<file path="config.mk">
export PLATFORM = sky130hd
export DESIGN_NAME = magnet_sequencer_flat
export DESIGN_NICKNAME = d
export VERILOG_FILES = /design/src/rtl/magnet_sequencer_if.sv /design/src/rtl/magnet_sequencer.sv /design/src/flat_wrapper.sv
export SDC_FILE = /design/constraint.sdc
export NUM_CORES = 1
export LEC_CHECK = 0
export CAP_MARGIN = 20
export CORE_UTILIZATION = 56
export CTS_BUF_LIST = sky130_fd_sc_hd__clkbuf_4 sky130_fd_sc_hd__clkbuf_8
export DETAILED_ROUTE_END_ITERATION = 6
export HOLD_SLACK_MARGIN = 0.03
export PLACE_DENSITY = 0.78
export SLEW_MARGIN = 40
export SYNTH_ARGS = -nofsm -noshare
export SYNTH_HDL_FRONTEND = slang
export SYNTH_SLANG_ARGS = --single-unit
</file>
<file path="constraint.sdc">
create_clock -name clk -period 2.1 [get_ports clk]
set_clock_uncertainty 0.05 [all_clocks]
set_input_delay 0.42 -clock clk [delete_from_list [all_inputs] [get_ports clk]]
set_output_delay 0.42 -clock clk [all_outputs]
set_load 0.02 [all_outputs]
</file>
<file path="src/rtl/magnet_sequencer_if.sv">
// Command/feedback bundle between the move FSM, magnet_sequencer and the magnet state holder.
// master = surrounding logic (commands + holder feedback), slave = the sequencer.
interface magnet_sequencer_if;
  logic cmd_grab;
  logic cmd_release;
  logic magnet_state;
  logic magnet_on;
  logic magnet_off;
  logic holding;
  logic busy;
  logic done;
  logic timeout;
  logic fault;

  modport master (
    output cmd_grab, cmd_release, magnet_state,
    input  magnet_on, magnet_off, holding, busy, done, timeout, fault
  );

  modport slave (
    input  cmd_grab, cmd_release, magnet_state,
    output magnet_on, magnet_off, holding, busy, done, timeout, fault
  );
endinterface

</file>
<file path="src/rtl/magnet_sequencer.sv">
// Grab/release sequencer: pulses the holder, settles, checks feedback, watchdogs HOLD.
// Latency cmd -> done is 2+SETTLE_CYCLES; no backpressure, commands outside IDLE_OFF/HOLD are dropped.
module magnet_sequencer #(
  parameter int unsigned SETTLE_CYCLES = 500000,
  parameter int unsigned MAX_ON_CYCLES = 250000000,
  parameter int unsigned CNT_W         = 28
) (
  input  logic               clk,
  input  logic               reset,
  magnet_sequencer_if.slave  bus
);

  typedef enum logic [2:0] {
    IDLE_OFF   = 3'd0,
    ENERGISE   = 3'd1,
    SETTLE_ON  = 3'd2,
    HOLD       = 3'd3,
    DEENERGISE = 3'd4,
    SETTLE_OFF = 3'd5
  } state_t;

  localparam logic [CNT_W-1:0] SETTLE_LAST = CNT_W'(SETTLE_CYCLES - 1);
  localparam logic [CNT_W-1:0] MAX_ON_LAST = CNT_W'(MAX_ON_CYCLES - 1);
  localparam logic [CNT_W-1:0] CNT_MAX     = '1;

  state_t           state;
  logic [CNT_W-1:0] cnt;
  logic [CNT_W-1:0] cnt_inc;
  logic             pending;

  assign cnt_inc = (cnt == CNT_MAX) ? cnt : cnt + 1'b1;

  always_ff @(posedge clk) begin
    if (reset) begin
      state          <= IDLE_OFF;
      cnt            <= '0;
      pending        <= 1'b0;
      bus.magnet_on  <= 1'b0;
      // Holder has no reset of its own; keep commanding it off.
      bus.magnet_off <= 1'b1;
      bus.holding    <= 1'b0;
      bus.busy       <= 1'b0;
      bus.done       <= 1'b0;
      bus.timeout    <= 1'b0;
      bus.fault      <= 1'b0;
    end else begin
      bus.magnet_on  <= 1'b0;
      bus.magnet_off <= 1'b0;
      bus.done       <= 1'b0;

      case (state)
        IDLE_OFF: begin
          // Simultaneous grab+release resolves to release, which is a no-op here.
          if (bus.cmd_grab && !bus.cmd_release) begin
            state         <= ENERGISE;
            bus.magnet_on <= 1'b1;
            bus.busy      <= 1'b1;
            bus.timeout   <= 1'b0;
            bus.fault     <= 1'b0;
          end
        end

        ENERGISE: begin
          state <= SETTLE_ON;
          cnt   <= '0;
          if (bus.cmd_release) pending <= 1'b1;
        end

        SETTLE_ON: begin
          if (bus.cmd_release) pending <= 1'b1;
          if (cnt == SETTLE_LAST) begin
            if (bus.magnet_state) begin
              state          <= DEENERGISE;
              bus.magnet_off <= 1'b1;
              bus.fault      <= 1'b1;
              pending        <= 1'b0;
            end else begin
              state       <= HOLD;
              cnt         <= '0;
              bus.done    <= 1'b1;
              bus.holding <= 1'b1;
              bus.busy    <= 1'b0;
            end
          end else begin
            cnt <= cnt_inc;
          end
        end

        HOLD: begin
          // A release (live or pending) outranks the watchdog in the same cycle.
          if (bus.cmd_release || pending) begin
            state          <= DEENERGISE;
            bus.magnet_off <= 1'b1;
            bus.holding    <= 1'b0;
            bus.busy       <= 1'b1;
            pending        <= 1'b0;
          end else if (cnt == MAX_ON_LAST) begin
            state          <= DEENERGISE;
            bus.magnet_off <= 1'b1;
            bus.holding    <= 1'b0;
            bus.busy       <= 1'b1;
            bus.timeout    <= 1'b1;
            pending        <= 1'b0;
          end else begin
            cnt <= cnt_inc;
          end
        end

        DEENERGISE: begin
          state <= SETTLE_OFF;
          cnt   <= '0;
        end

        SETTLE_OFF: begin
          if (cnt == SETTLE_LAST) begin
            state    <= IDLE_OFF;
            bus.done <= 1'b1;
            bus.busy <= 1'b0;
          end else begin
            cnt <= cnt_inc;
          end
        end

        default: begin
          state          <= IDLE_OFF;
          cnt            <= '0;
          pending        <= 1'b0;
          bus.magnet_off <= 1'b1;
          bus.holding    <= 1'b0;
          bus.busy       <= 1'b0;
        end
      endcase
    end
  end

endmodule

</file>
<file path="src/flat_wrapper.sv">
// flat-port wrapper written by rule: the top's interface ports become plain ports
module magnet_sequencer_flat 
#(
  parameter int unsigned SETTLE_CYCLES = 500000,
  parameter int unsigned MAX_ON_CYCLES = 250000000,
  parameter int unsigned CNT_W         = 28
)
  (clk, reset, bus_cmd_grab, bus_cmd_release, bus_magnet_state, bus_magnet_on, bus_magnet_off, bus_holding, bus_busy, bus_done, bus_timeout, bus_fault);
  magnet_sequencer_if bus_i ();
  input  logic clk;
  input  logic reset;
  input wire logic [$bits(bus_i.cmd_grab)-1:0] bus_cmd_grab;
  input wire logic [$bits(bus_i.cmd_release)-1:0] bus_cmd_release;
  input wire logic [$bits(bus_i.magnet_state)-1:0] bus_magnet_state;
  output wire logic [$bits(bus_i.magnet_on)-1:0] bus_magnet_on;
  output wire logic [$bits(bus_i.magnet_off)-1:0] bus_magnet_off;
  output wire logic [$bits(bus_i.holding)-1:0] bus_holding;
  output wire logic [$bits(bus_i.busy)-1:0] bus_busy;
  output wire logic [$bits(bus_i.done)-1:0] bus_done;
  output wire logic [$bits(bus_i.timeout)-1:0] bus_timeout;
  output wire logic [$bits(bus_i.fault)-1:0] bus_fault;
  assign bus_i.cmd_grab = bus_cmd_grab;
  assign bus_i.cmd_release = bus_cmd_release;
  assign bus_i.magnet_state = bus_magnet_state;
  assign bus_magnet_on = bus_i.magnet_on;
  assign bus_magnet_off = bus_i.magnet_off;
  assign bus_holding = bus_i.holding;
  assign bus_busy = bus_i.busy;
  assign bus_done = bus_i.done;
  assign bus_timeout = bus_i.timeout;
  assign bus_fault = bus_i.fault;
  magnet_sequencer #(.SETTLE_CYCLES(SETTLE_CYCLES), .MAX_ON_CYCLES(MAX_ON_CYCLES), .CNT_W(CNT_W)) u_core (.clk(clk), .reset(reset), .bus(bus_i));
endmodule
</file>
==> results of run 1 <==
==> per-layer routing <==
layer	GRT overflow	track usage, %
met1	0	75.56
met4	9	71.20
met5	0	6.944
met2	6	91.62
met3	0	51.22
==> metrics by stage <==
| stage | hold slack (ns) | instance area (µm²) | utilization [%] |
|---|---|---|---|
| CTS | 0.4278 | 3301 | 87.52 |
| detailed placement | 0.4106 | 2989 | 79.26 |
| global placement | 0.4010 | 2989 | 79.26 |
| floorplan | 0.4175 | 2298 | - |
==> timing repair <==
action | 4_1_cts
gates resized for setup | 44
endpoints found under the setup margin | 33
setup buffers | 13
pin swaps | 27
==> cell families after synthesis <==
| logic type | after synthesis | synth area share, % |
|---|---|---|
| simple gates | 135 | 36.52 |
| compound gates | 80 | 22.36 |
| flops | 39 | 34.63 |
| buf+inv | 25 | 5.161 |
| xor+xnor | 2 | 0.7771 |
| fa+ha+maj | 1 | 0.5549 |
==> impl_metrics.env, run 1 <==
export IMPL_post_cts_hold_buffer_count=0
export IMPL_outcome_stop_stage="global routing"
export IMPL_async_reset_ff_share_pct=0
export IMPL_synthesis_nets=288
export IMPL_max_clock_path_buffers=2
export IMPL_post_synth_instance_area_um2=2255
export IMPL_numClockSinks=39
export IMPL_number_of_synthesized_flops_with_an_enable_pin=0
export IMPL_post_synth_top_count_cell="sky130_fd_sc_hd__dfxtp_1"
export IMPL_row_count=22
export IMPL_num_cts_buffers=5
export IMPL_globalRoute_totalOverflow=15
export IMPL_cts_htree_levels=2
export IMPL_dp_cells=405
export IMPL_synth_top_area_share_pct=34.63
export IMPL_dominantRegCellSynth="sky130_fd_sc_hd__dfxtp_1"
export IMPL_post_synthesis_cells=282
export IMPL_dieWidth_um=65.45
export IMPL_synth_top_cell_by_area="sky130_fd_sc_hd__dfxtp_1"
export IMPL_cts_root_buf="sky130_fd_sc_hd__clkbuf_8"
export IMPL_globalRouteTotalUtil_pct=72.59
export IMPL_outcome="did not finish"
export IMPL_synth_common_cells="39 x sky130_fd_sc_hd__dfxtp_1, 29 x sky130_fd_sc_hd__a21oi_1, 20 x sky130_fd_sc_hd__nand2_1"
export IMPL_grt_max_degree=22
export IMPL_ys_seq_elements=39
export IMPL_ys_types=51
export IMPL_io_pins=12
export IMPL_synthTopCellsByArea="sky130_fd_sc_hd__dfxtp_1 35%, sky130_fd_sc_hd__a21oi_1 6.4%, sky130_fd_sc_hd__nand4_1 4.2%"
export IMPL_die_h_um=65.45
export IMPL_floorplan_initialDensity_pct=59.79
export IMPL_post_dp_hpwl_um=4860
export IMPL_detailedPlace_worstSlack_ns=-0.2769
export IMPL_worst_path_end_type="sequential cell input"
export IMPL_repair_timing_grt_worst_ep="u_core.cnt[7]$_SDFFE_PP0P_/D"
export IMPL_globalplace_congestion=0.9342
export IMPL_syn_avg_cell_area_um2=7.995
export IMPL_port_buffers=11
export IMPL_synth_yosys_seq_area_share_pct=34.63
export IMPL_synthesis_yosys_warnings=0
export IMPL_firstError="[ERROR GRT-0232] Routing congestion too high. Check the congestion heatmap in the GUI."
==> run 2, diff against run 1 <==
CORE_UTILIZATION = 40   (was 56)
CTS_BUF_LIST = default   (was sky130_fd_sc_hd__clkbuf_4 sky130_fd_sc_hd__clkbuf_8)
HOLD_SLACK_MARGIN = default   (was 0.03)
PLACE_DENSITY = default   (was 0.78)
PLACE_DENSITY_LB_ADDON = 0.15   (was default)
clock period = 2.7 ns   (was 2.1 ns; I/O delays follow)
==> run 2 against run 1 <==
Area after synthesis is the same. The flow now finishes without violations. Synthesized cell count did not move.
==> impl_metrics.env, run 2 <==
export IMPL_post_cts_hold_buffer_count=0
export IMPL_worst_ep_arrival_time_ns=2.58
export IMPL_post_synth_instance_area_um2=2255
export IMPL_row_count=26
export IMPL_synth_yosys_seq_area_share_pct=34.63
export IMPL_io_pins=12
export IMPL_dominantRegCellSynth="sky130_fd_sc_hd__dfxtp_1"
export IMPL_synth_common_cells="39 x sky130_fd_sc_hd__dfxtp_1, 29 x sky130_fd_sc_hd__a21oi_1, 20 x sky130_fd_sc_hd__nand2_1"
export IMPL_num_cts_buffers=5
export IMPL_globalRoute_totalOverflow=0
export IMPL_synth_xor_xnor_area_share_pct=0.7769
export IMPL_synth_area_in_compound_gates_pct=22.36
export IMPL_ys_types=51
export IMPL_dieWidth_um=77.08
export IMPL_numClockSinks=39
export IMPL_wl_per_cell_um=15.64
export IMPL_largest_register_by_flop_count="u_core.cnt"
export IMPL_largest_register_ff_count=28
export IMPL_finalSetupTns_ns=0
export IMPL_globalRouteTotalUtil_pct=21.08
export IMPL_ir_drop_mv=0.2325
export IMPL_synthesis_yosys_warnings=0
export IMPL_outcome="complete, no violations"
export IMPL_totalPowerFinal_uw=1235
export IMPL_drt_drc_violations_left=0
export IMPL_finalHoldViolations=0
export IMPL_hold_class="flop to flop"
export IMPL_drive_above_1_share_pct=13.95
export IMPL_cp_end_kind="flop"
export IMPL_cts_root_buf="sky130_fd_sc_hd__clkbuf_8"
export IMPL_clkLatencyLatePin_ns=0.29
export IMPL_mostFrequentLayoutCell="sky130_fd_sc_hd__dfxtp_1"
export IMPL_data_required_time_at_the_worst_endpoint_ns=2.87
export IMPL_layout_worst_path_cycle_share_pct=89.18
export IMPL_max_freq_mhz=415.3
export IMPL_final_area_um2=2610
export IMPL_port_buffers=11
export IMPL_cts_tree="yes"
export IMPL_synthesis_nets=288
export IMPL_ys_seq_elements=39
export IMPL_sequential_cell_area_in_the_final_layout_um2=780.7
export IMPL_num_fill_cells=553
export IMPL_n_antenna_cell=0
export IMPL_post_synthesis_cells=282
export IMPL_drt_vias_per_instance=5.992
export IMPL_synthTopCellsByArea="sky130_fd_sc_hd__dfxtp_1 35%, sky130_fd_sc_hd__a21oi_1 6.4%, sky130_fd_sc_hd__nand4_1 4.2%"
export IMPL_grt_max_degree=22
export IMPL_postRouteWirelength_um=5804
export IMPL_routed_via_count=2223
export IMPL_grt_first_pass_wirelength_um=10030
export IMPL_multiplexer_area_fraction_after_synthesis_pct=0
export IMPL_timing_final_setup_violations=0
export IMPL_floorplan_initialDensity_pct=42.78
export IMPL_cts_reportedPaths_clkPinSlew_ns=0.08
export IMPL_post_synth_top_count_cell="sky130_fd_sc_hd__dfxtp_1"
export IMPL_die_h_um=77.08
export IMPL_first_iter_violations=230
export IMPL_synth_adder_area_share_pct=0.5549
export IMPL_path_class="flop to flop"
export IMPL_cts_htree_levels=2
export IMPL_grt_setup_unrepaired="false"
export IMPL_max_slew_margin_rel_pct=51.98
export IMPL_largest_family_of_logic_cells_by_synthesized_area="simple AND/OR/NAND/NOR gates"
export IMPL_hold_worst_slack_ns=0.4053
export IMPL_number_of_synthesized_flops_with_an_enable_pin=0
export IMPL_max_clock_path_buffers=2
export IMPL_combined_area_of_the_multi_input_logic_cells_um2=1370
export IMPL_tightestPinTransition_ns=0.7203
export IMPL_number_of_antenna_violations_at_the_first_check_in_global_routing=0
export IMPL_area_delta_synth_final_pct=15.76
export IMPL_timing_critical_path_from_type="flop"
export IMPL_async_reset_ff_share_pct=0
export IMPL_power_static_leakage_uw=0.0008643
export IMPL_postRouteAntennaNets=0
export IMPL_number_of_global_route_vias_before_repair=1990
export IMPL_synth_top_cell_by_area="sky130_fd_sc_hd__dfxtp_1"
export IMPL_post_dp_hpwl_um=4267
export IMPL_max_cap_viol_count=0
export IMPL_postPlaceCellArea_um2=2497
export IMPL_mostFrequentLayoutCells="39 x sky130_fd_sc_hd__dfxtp_1, 29 x sky130_fd_sc_hd__a21oi_1, 20 x sky130_fd_sc_hd__nand2_1, 18 x sky130_fd_sc_hd__buf_4"
export IMPL_syn_avg_cell_area_um2=7.995
export IMPL_drt_first_pass_iters=4
export IMPL_biggest_regs="u_core.cnt (28), u_core.state (3)"
export IMPL_pwr_density_cell_nw_per_um2=473.3
export IMPL_die_area_um2=5941
export IMPL_path_max_fanout=17
export IMPL_core_area_um2=5270
export IMPL_nNetsFinal=306
export IMPL_globalplace_congestion=0.8136
export IMPL_slew_violations=0
export IMPL_period_needed_ns=2.408
export IMPL_post_synth_and_or_nand_nor_area_fraction_pct=36.51
export IMPL_synth_top_area_share_pct=34.63
run 2: area by class of cell:
| class | instances | share of cell area, % |
|---|---|---|
| inverter | 7 | 1.007 |
| multi-input combinational | 218 | 52.49 |
| tap | 70 | 3.356 |
| clock buffer | 8 | 3.835 |
| sequential | 39 | 29.91 |
| timing repair buffer | 29 | 9.396 |
run 2: cell families (layout without fill, tap and decap cells):
kind of cell,after synthesis,count (layout)
and+or+nand+nor,135,135
AOI/OAI and AO/OA,80,80
DFF,39,39
buffers and inverters,25,44
xor gates and xnor gates,2,2
adders and majority gates,1,1
run 2: final timing paths:
| kind | startpoint | end | slack, ns | cells past startpoint |
|---|---|---|---|---|
| worst max register to register | u_core.cnt[0] | u_core.cnt[14] | 0.29 | 9 |
| worst min register to register | u_core.bus.timeout | u_core.bus.timeout | 0.41 | 2 |
| worst max-delay path | u_core.cnt[0] | u_core.cnt[14] | 0.29 | 9 |
| worst min-delay path | u_core.bus.timeout | u_core.bus.timeout | 0.41 | 2 |
run 2: routing by layer:
| layer | wire (µm) | part of all wire, % | GRT usage (%) | up-vias |
|---|---|---|---|---|
| met5 | 0 | 0 | 0 | - |
| met4 | 70 | 1.2 | 6.981 | 0 |
| met3 | 258 | 4.4 | 3.690 | 7 |
| met2 | 2514 | 43 | 30.27 | 54 |
| met1 | 2960 | 51 | 31.36 | 1047 |
| li1 | - | - | - | 1115 |
run 2: stage by stage:
step | instances | setup slack [ns] | utilization, %
6_report | 371 | 0.2923 | 49.53
5_1_grt | 371 | 0.04123 | 49.53
4_1_cts | 371 | 0.1375 | 49.29
3_5_place_dp | 363 | 0.05565 | 47.39
3_3_place_gp | 363 | 0.1093 | 47.39
2_1_floorplan | 282 | 0.4754 | -
run 2: critical path, stage by stage (launching register included):
cell,delay (ns)
sky130_fd_sc_hd__dfxtp_1,0.39
sky130_fd_sc_hd__ha_1,0.22
sky130_fd_sc_hd__and4_1,0.31
sky130_fd_sc_hd__nand2_2,0.12
sky130_fd_sc_hd__nor4b_2,0.37
sky130_fd_sc_hd__a22oi_2,0.18
sky130_fd_sc_hd__nand2_4,0.20
sky130_fd_sc_hd__buf_4,0.22
sky130_fd_sc_hd__o21ai_0,0.11
sky130_fd_sc_hd__a21oi_1,0.15
run 2: power by group:
group | internal, µW | total, µW | leakage [µW] | switching (µW)
Combinational | 74.9 | 198 | 0.000497 | 123
Sequential | 588 | 599 | 0.000315 | 10.8
Clock | 233 | 438 | 0.0000515 | 205
Total | 896 | 1240 | 0.000864 | 339
run 2: repair_timing:
| item | in CTS | in global routing |
|---|---|---|
| gates resized for setup | 0 | 2 |
| buffers inserted | 0 | 0 |
| endpoints found under the setup margin | 0 | 11 |
No activity file was read; power rests on OpenSTA's default activity.
==> run 3, diff against run 2 <==
CAP_MARGIN = default   (was 20)
REMOVE_ABC_BUFFERS = 1   (was default)
==> run 3 against run 2 <==
Global-route usage increased by 0.065 points. Power decreased by 3.3%. Clock power decreased by 8.4%. Combinational power about the same. Register-to-register slack got worse by 0.04 ns. Core utilization decreased by 0.38 points. Largest power group unchanged.
==> impl_metrics.env, run 3 (synthesized netlist as in run 2, its figures left out) <==
export IMPL_outcome="complete, no violations"
export IMPL_finalSetupTns_ns=0
export IMPL_globalRouteTotalUtil_pct=21.14
export IMPL_routed_via_count=2221
export IMPL_mostFrequentLayoutCell="sky130_fd_sc_hd__dfxtp_1"
export IMPL_area_delta_synth_final_pct=14.87
export IMPL_numClockSinks=39
export IMPL_max_slew_margin_rel_pct=69.85
export IMPL_drive_above_1_share_pct=13.67
export IMPL_cts_post_setup_buffers_inserted=0
export IMPL_biggest_regs="u_core.cnt (28), u_core.state (3)"
export IMPL_pwr_density_cell_nw_per_um2=461.0
export IMPL_largest_register_by_flop_count="u_core.cnt"
export IMPL_first_iter_violations=210
export IMPL_grt_max_degree=22
export IMPL_whs_path_depth=2
export IMPL_cts_root_buf="sky130_fd_sc_hd__clkbuf_8"
export IMPL_drt_vias_per_instance=6.003
export IMPL_ff2ff_setup_slack_ns=0.25
export IMPL_timing_final_setup_violations=0
export IMPL_layout_worst_path_cycle_share_pct=90.57
export IMPL_dieWidth_um=77.08
export IMPL_postRouteWirelength_um=5730
export IMPL_grt_setup_unrepaired="false"
export IMPL_cts_reportedPaths_clkPinSlew_ns=0.08
export IMPL_number_of_global_route_vias_before_repair=2064
export IMPL_post_cts_hold_buffer_count=0
export IMPL_row_count=26
export IMPL_largest_register_ff_count=28
export IMPL_power_static_leakage_uw=0.0008598
export IMPL_cts_htree_levels=2
export IMPL_drt_first_pass_iters=4
export IMPL_hold_worst_slack_ns=0.4111
export IMPL_ir_drop_mv=0.2122
export IMPL_worstRegToRegCells=8
export IMPL_tightestPinTransition_ns=0.4522
export IMPL_data_required_time_at_the_worst_endpoint_ns=2.86
export IMPL_port_buffers=11
export IMPL_globalplace_congestion=0.8512
export IMPL_num_cts_buffers=5
export IMPL_finalHoldViolations=0
export IMPL_clkLatencyLatePin_ns=0.29
export IMPL_worst_r2r_endpoint="u_core.cnt[25]"
export IMPL_r2r_start="u_core.cnt[10]"
export IMPL_path_class="flop to flop"
export IMPL_core_area_um2=5270
export IMPL_path_max_fanout=18
export IMPL_max_clock_path_buffers=2
export IMPL_die_area_um2=5941
export IMPL_mostFrequentLayoutCells="39 x sky130_fd_sc_hd__dfxtp_1, 29 x sky130_fd_sc_hd__a21oi_1, 20 x sky130_fd_sc_hd__nand2_1, 18 x sky130_fd_sc_hd__buf_4"
export IMPL_worst_ep_arrival_time_ns=2.60
export IMPL_number_of_antenna_violations_at_the_first_check_in_global_routing=0
export IMPL_io_pins=12
export IMPL_timing_critical_path_from_type="flop"
export IMPL_grt_first_pass_wirelength_um=10050
export IMPL_post_dp_hpwl_um=4152
export IMPL_floorplan_initialDensity_pct=42.78
export IMPL_max_cap_viol_count=0
export IMPL_die_h_um=77.08
export IMPL_globalRoute_totalOverflow=0
export IMPL_period_needed_ns=2.445
export IMPL_postCtsResizedCells=0
export IMPL_nNetsFinal=306
export IMPL_wl_per_cell_um=15.49
export IMPL_cp_end_kind="flop"
export IMPL_max_freq_mhz=408.9
export IMPL_n_antenna_cell=0
export IMPL_setup_worst_path_end="u_core.cnt[25]"
export IMPL_slew_violations=0
export IMPL_cts_tree="yes"
export IMPL_postRouteAntennaNets=0
export IMPL_drt_drc_violations_left=0
export IMPL_worst_setup_path_startpoint="u_core.cnt[10]"
export IMPL_hold_class="flop to flop"
## run 3: cell types whose count changed in the layout (fill, tap and decap cells not counted), sizes merged
cell | previous run | this run
clkbuf | 8 | 6
clkinv | 0 | 1
## run 3: worst max-delay path, stage by stage (launching register included)
cell and delay [ns]:
sky130_fd_sc_hd__dfxtp_1 0.35, sky130_fd_sc_hd__nor4b_2 0.44, sky130_fd_sc_hd__nand2_1 0.21, sky130_fd_sc_hd__o41ai_1 0.47, sky130_fd_sc_hd__nand2_1 0.19, sky130_fd_sc_hd__nand2_4 0.19, sky130_fd_sc_hd__buf_4 0.22, sky130_fd_sc_hd__a21oi_1 0.06
sky130_fd_sc_hd__nor3_1 0.18
## run 3: stage by stage
stage                     util (%)  instance area, µm²  worst slack (ns)  instances  total power (µW)
after floorplan                  -                2165            0.3987        264             725.4
after detailed placement     47.39                2497           0.07388        363             803.6
final                        49.15                2590            0.2546        370              1194
after global placement       47.39                2497            0.1185        363             804.4
after global routing         49.15                2590           0.05214        370              1267
after CTS                    49.05                2585            0.2029        370              1212
## run 3: how the worst min path moves through the flow
stage                                   from                  to  slack (ns)
after floorplan               u_core.cnt[18]      u_core.cnt[18]        0.42
after global placement    u_core.bus.timeout  u_core.bus.timeout        0.40
after detailed placement  u_core.bus.timeout  u_core.bus.timeout        0.41
after CTS                 u_core.bus.timeout  u_core.bus.timeout        0.42
after global routing      u_core.bus.timeout  u_core.bus.timeout        0.45
final                     u_core.bus.timeout  u_core.bus.timeout        0.41
## run 3: per-layer routing
layer / part of all wire (%) / global-route usage [%] / routed length (µm) / vias up
met3: 5.7 / 4.762 / 325 / 9
met5: 0 / 0 / 0 / -
met2: 46 / 32.59 / 2632 / 64
met4: 1.6 / 7.358 / 92 / 0
li1: - / - / - / 1118
met1: 47 / 28.84 / 2680 / 1030
## run 3: where the power goes
group          internal (µW)  switching (µW)  leakage (µW)
registers                588            7.55      0.000315
logic                   73.1             124      0.000497
clock network            200             201     0.0000470
total                    862             332      0.000860
## run 3: final cells by class
class | instances | area, µm²
Fill cell | 547 | 2680
Inverter | 7 | 26.28
Clock buffer | 6 | 82.58
Sequential cell | 39 | 780.7
Timing Repair Buffer | 29 | 245.2
Clock inverter | 1 | 5.005
Tap cell | 70 | 87.58
Multi-Input combinational cell | 218 | 1363
==> run 4, diff against run 3 <==
PLACE_DENSITY = 0.6   (was default)
PLACE_DENSITY_LB_ADDON = default   (was 0.15)
==> run 4 against run 3 <==
Clock power hardly changed. Non-clock buffer count is 3 lower. Highest routed layer unchanged. Cell count shrank 0.81%. Largest power group unchanged. Global-route usage is 0.28 points lower. Power grew 0.41%.
==> impl_metrics.env, run 4 (synthesized netlist as in run 2, its figures left out) <==
export IMPL_nNetsFinal=303
export IMPL_postRouteAntennaNets=0
export IMPL_postPlaceCellArea_um2=2487
export IMPL_globalplace_congestion=0.8258
export IMPL_sequential_cell_area_in_the_final_layout_um2=780.7
export IMPL_mostFrequentLayoutCell="sky130_fd_sc_hd__dfxtp_1"
export IMPL_hold_class="flop to flop"
export IMPL_max_slew_margin_rel_pct=55.75
export IMPL_post_cts_hold_buffer_count=0
export IMPL_cts_post_setup_buffers_inserted=0
export IMPL_dieWidth_um=77.08
export IMPL_timing_final_setup_violations=0
export IMPL_die_h_um=77.08
export IMPL_power_switching_uw=334.1
export IMPL_die_area_um2=5941
export IMPL_finalHoldViolations=0
export IMPL_ir_drop_mv=0.2661
export IMPL_worst_ep_arrival_time_ns=2.57
export IMPL_post_dp_hpwl_um=4090
export IMPL_data_required_time_at_the_worst_endpoint_ns=2.85
export IMPL_area_delta_synth_final_pct=14.21
export IMPL_first_iter_violations=89
export IMPL_totalPowerFinal_uw=1199
export IMPL_largest_register_ff_count=28
export IMPL_power_static_leakage_uw=0.0008482
export IMPL_num_fill_cells=550
export IMPL_cts_htree_levels=2
export IMPL_grt_first_pass_wirelength_um=9901
export IMPL_biggest_regs="u_core.cnt (28), u_core.state (3)"
export IMPL_max_clock_path_buffers=2
export IMPL_cts_reportedPaths_clkPinSlew_ns=0.08
export IMPL_globalRouteTotalUtil_pct=20.87
export IMPL_tightestPinTransition_ns=0.6637
export IMPL_routed_via_count=2208
export IMPL_cts_root_buf="sky130_fd_sc_hd__clkbuf_8"
export IMPL_pwr_density_cell_nw_per_um2=465.6
export IMPL_path_max_fanout=40
export IMPL_max_cap_viol_count=0
export IMPL_power_report_internal_total_uw=864.7
export IMPL_row_count=26
export IMPL_cp_end_kind="flop"
export IMPL_cts_tree="yes"
export IMPL_grt_setup_unrepaired="false"
export IMPL_final_area_um2=2575
export IMPL_layout_worst_path_cycle_share_pct=89.32
export IMPL_core_area_um2=5270
export IMPL_outcome="complete, no violations"
export IMPL_drive_above_1_share_pct=12.79
export IMPL_finalSetupTns_ns=0
export IMPL_mostFrequentLayoutCells="39 x sky130_fd_sc_hd__dfxtp_1, 29 x sky130_fd_sc_hd__a21oi_1, 20 x sky130_fd_sc_hd__nand2_1, 16 x sky130_fd_sc_hd__nor2_1, 16 x sky130_fd_sc_hd__o21ai_0"
export IMPL_slew_violations=0
export IMPL_setup_ws_ns=0.2884
export IMPL_share_of_total_power_consumed_by_net_switching_pct=27.87
export IMPL_detailedPlace_worstSlack_ns=0.1665
export IMPL_path_class="flop to flop"
export IMPL_number_of_antenna_violations_at_the_first_check_in_global_routing=0
export IMPL_clkLatencyLatePin_ns=0.29
export IMPL_floorplan_initialDensity_pct=42.78
export IMPL_drt_vias_per_instance=6.016
export IMPL_grt_max_degree=41
export IMPL_number_of_global_route_vias_before_repair=2029
export IMPL_globalRoute_totalOverflow=0
export IMPL_max_freq_mhz=414.7
export IMPL_combined_area_of_the_multi_input_logic_cells_um2=1358
export IMPL_fin_util_pct=48.86
export IMPL_p_comb_share_pct=16.3
export IMPL_postRouteWirelength_um=5687
export IMPL_numClockSinks=39
export IMPL_drt_drc_violations_left=0
export IMPL_timing_critical_path_from_type="flop"
export IMPL_n_antenna_cell=0
export IMPL_share_seq_of_total_power_pct=50.1
export IMPL_wl_per_cell_um=15.50
export IMPL_port_buffers=11
export IMPL_postCtsResizedCells=0
export IMPL_clkPwrFrac_pct=33.7
export IMPL_period_needed_ns=2.412
export IMPL_io_pins=12
export IMPL_largest_register_by_flop_count="u_core.cnt"
export IMPL_num_cts_buffers=5
export IMPL_drt_first_pass_iters=4
run 4: cell types whose count changed in the layout (fill, tap and decap cells not counted), sizes merged:
cell / previous run / this run
buf: 18 / 15
run 4: power by group through the flow:
stage                     Sequential (µW)  Clock (µW)  Combinational (µW)
after detailed placement              614           0                 195
after global routing                  602         444                 217
after floorplan                       623           0                 103
after CTS                             600         422                 196
final                                 600         404                 195
after global placement                614           0                 193
run 4: final cells by class:
| class | count | share of cell area (%) |
|---|---|---|
| Multi-Input combinational cell | 218 | 52.72 |
| Sequential cell | 39 | 30.32 |
| Timing Repair Buffer | 26 | 9.135 |
| Tap cell | 70 | 3.401 |
| Clock buffer | 6 | 3.207 |
| Inverter | 7 | 1.020 |
| Clock inverter | 1 | 0.1944 |
run 4: final timing paths:
check             depth (start not counted)                 end  slack (ns)                from
setup / recovery                          9      u_core.cnt[22]        0.29       u_core.cnt[0]
hold / removal                            2  u_core.bus.timeout        0.42  u_core.bus.timeout
setup reg to reg                          9      u_core.cnt[22]        0.29       u_core.cnt[0]
hold reg to reg                           2  u_core.bus.timeout        0.42  u_core.bus.timeout
run 4: through the flow:
| stage | hold slack [ns] | instances |
|---|---|---|
| 6_report | 0.4164 | 367 |
| 5_1_grt | 0.4467 | 367 |
| 4_1_cts | 0.4282 | 367 |
| 3_5_place_dp | 0.4165 | 360 |
| 3_3_place_gp | 0.3993 | 360 |
| 2_1_floorplan | 0.4175 | 264 |
run 4: worst max-delay path: stages (launching register included):
cell	delay [ns]
sky130_fd_sc_hd__dfxtp_1	0.38
sky130_fd_sc_hd__ha_1	0.22
sky130_fd_sc_hd__and4_1	0.35
sky130_fd_sc_hd__nand2_2	0.13
sky130_fd_sc_hd__o41ai_1	0.42
sky130_fd_sc_hd__nand2_1	0.17
sky130_fd_sc_hd__nand2_2	0.11
sky130_fd_sc_hd__buf_12	0.18
sky130_fd_sc_hd__a21oi_1	0.06
sky130_fd_sc_hd__o32ai_1	0.24
run 4: layer usage:
layer / part of all wire (%) / vias up / global-route usage (%)
met2: 47 / 53 / 34.73
met1: 47 / 1043 / 27.46
li1: - / 1107 / -
met3: 4.9 / 5 / 3.571
met4: 1.0 / 0 / 6.226
met5: 0 / - / 0
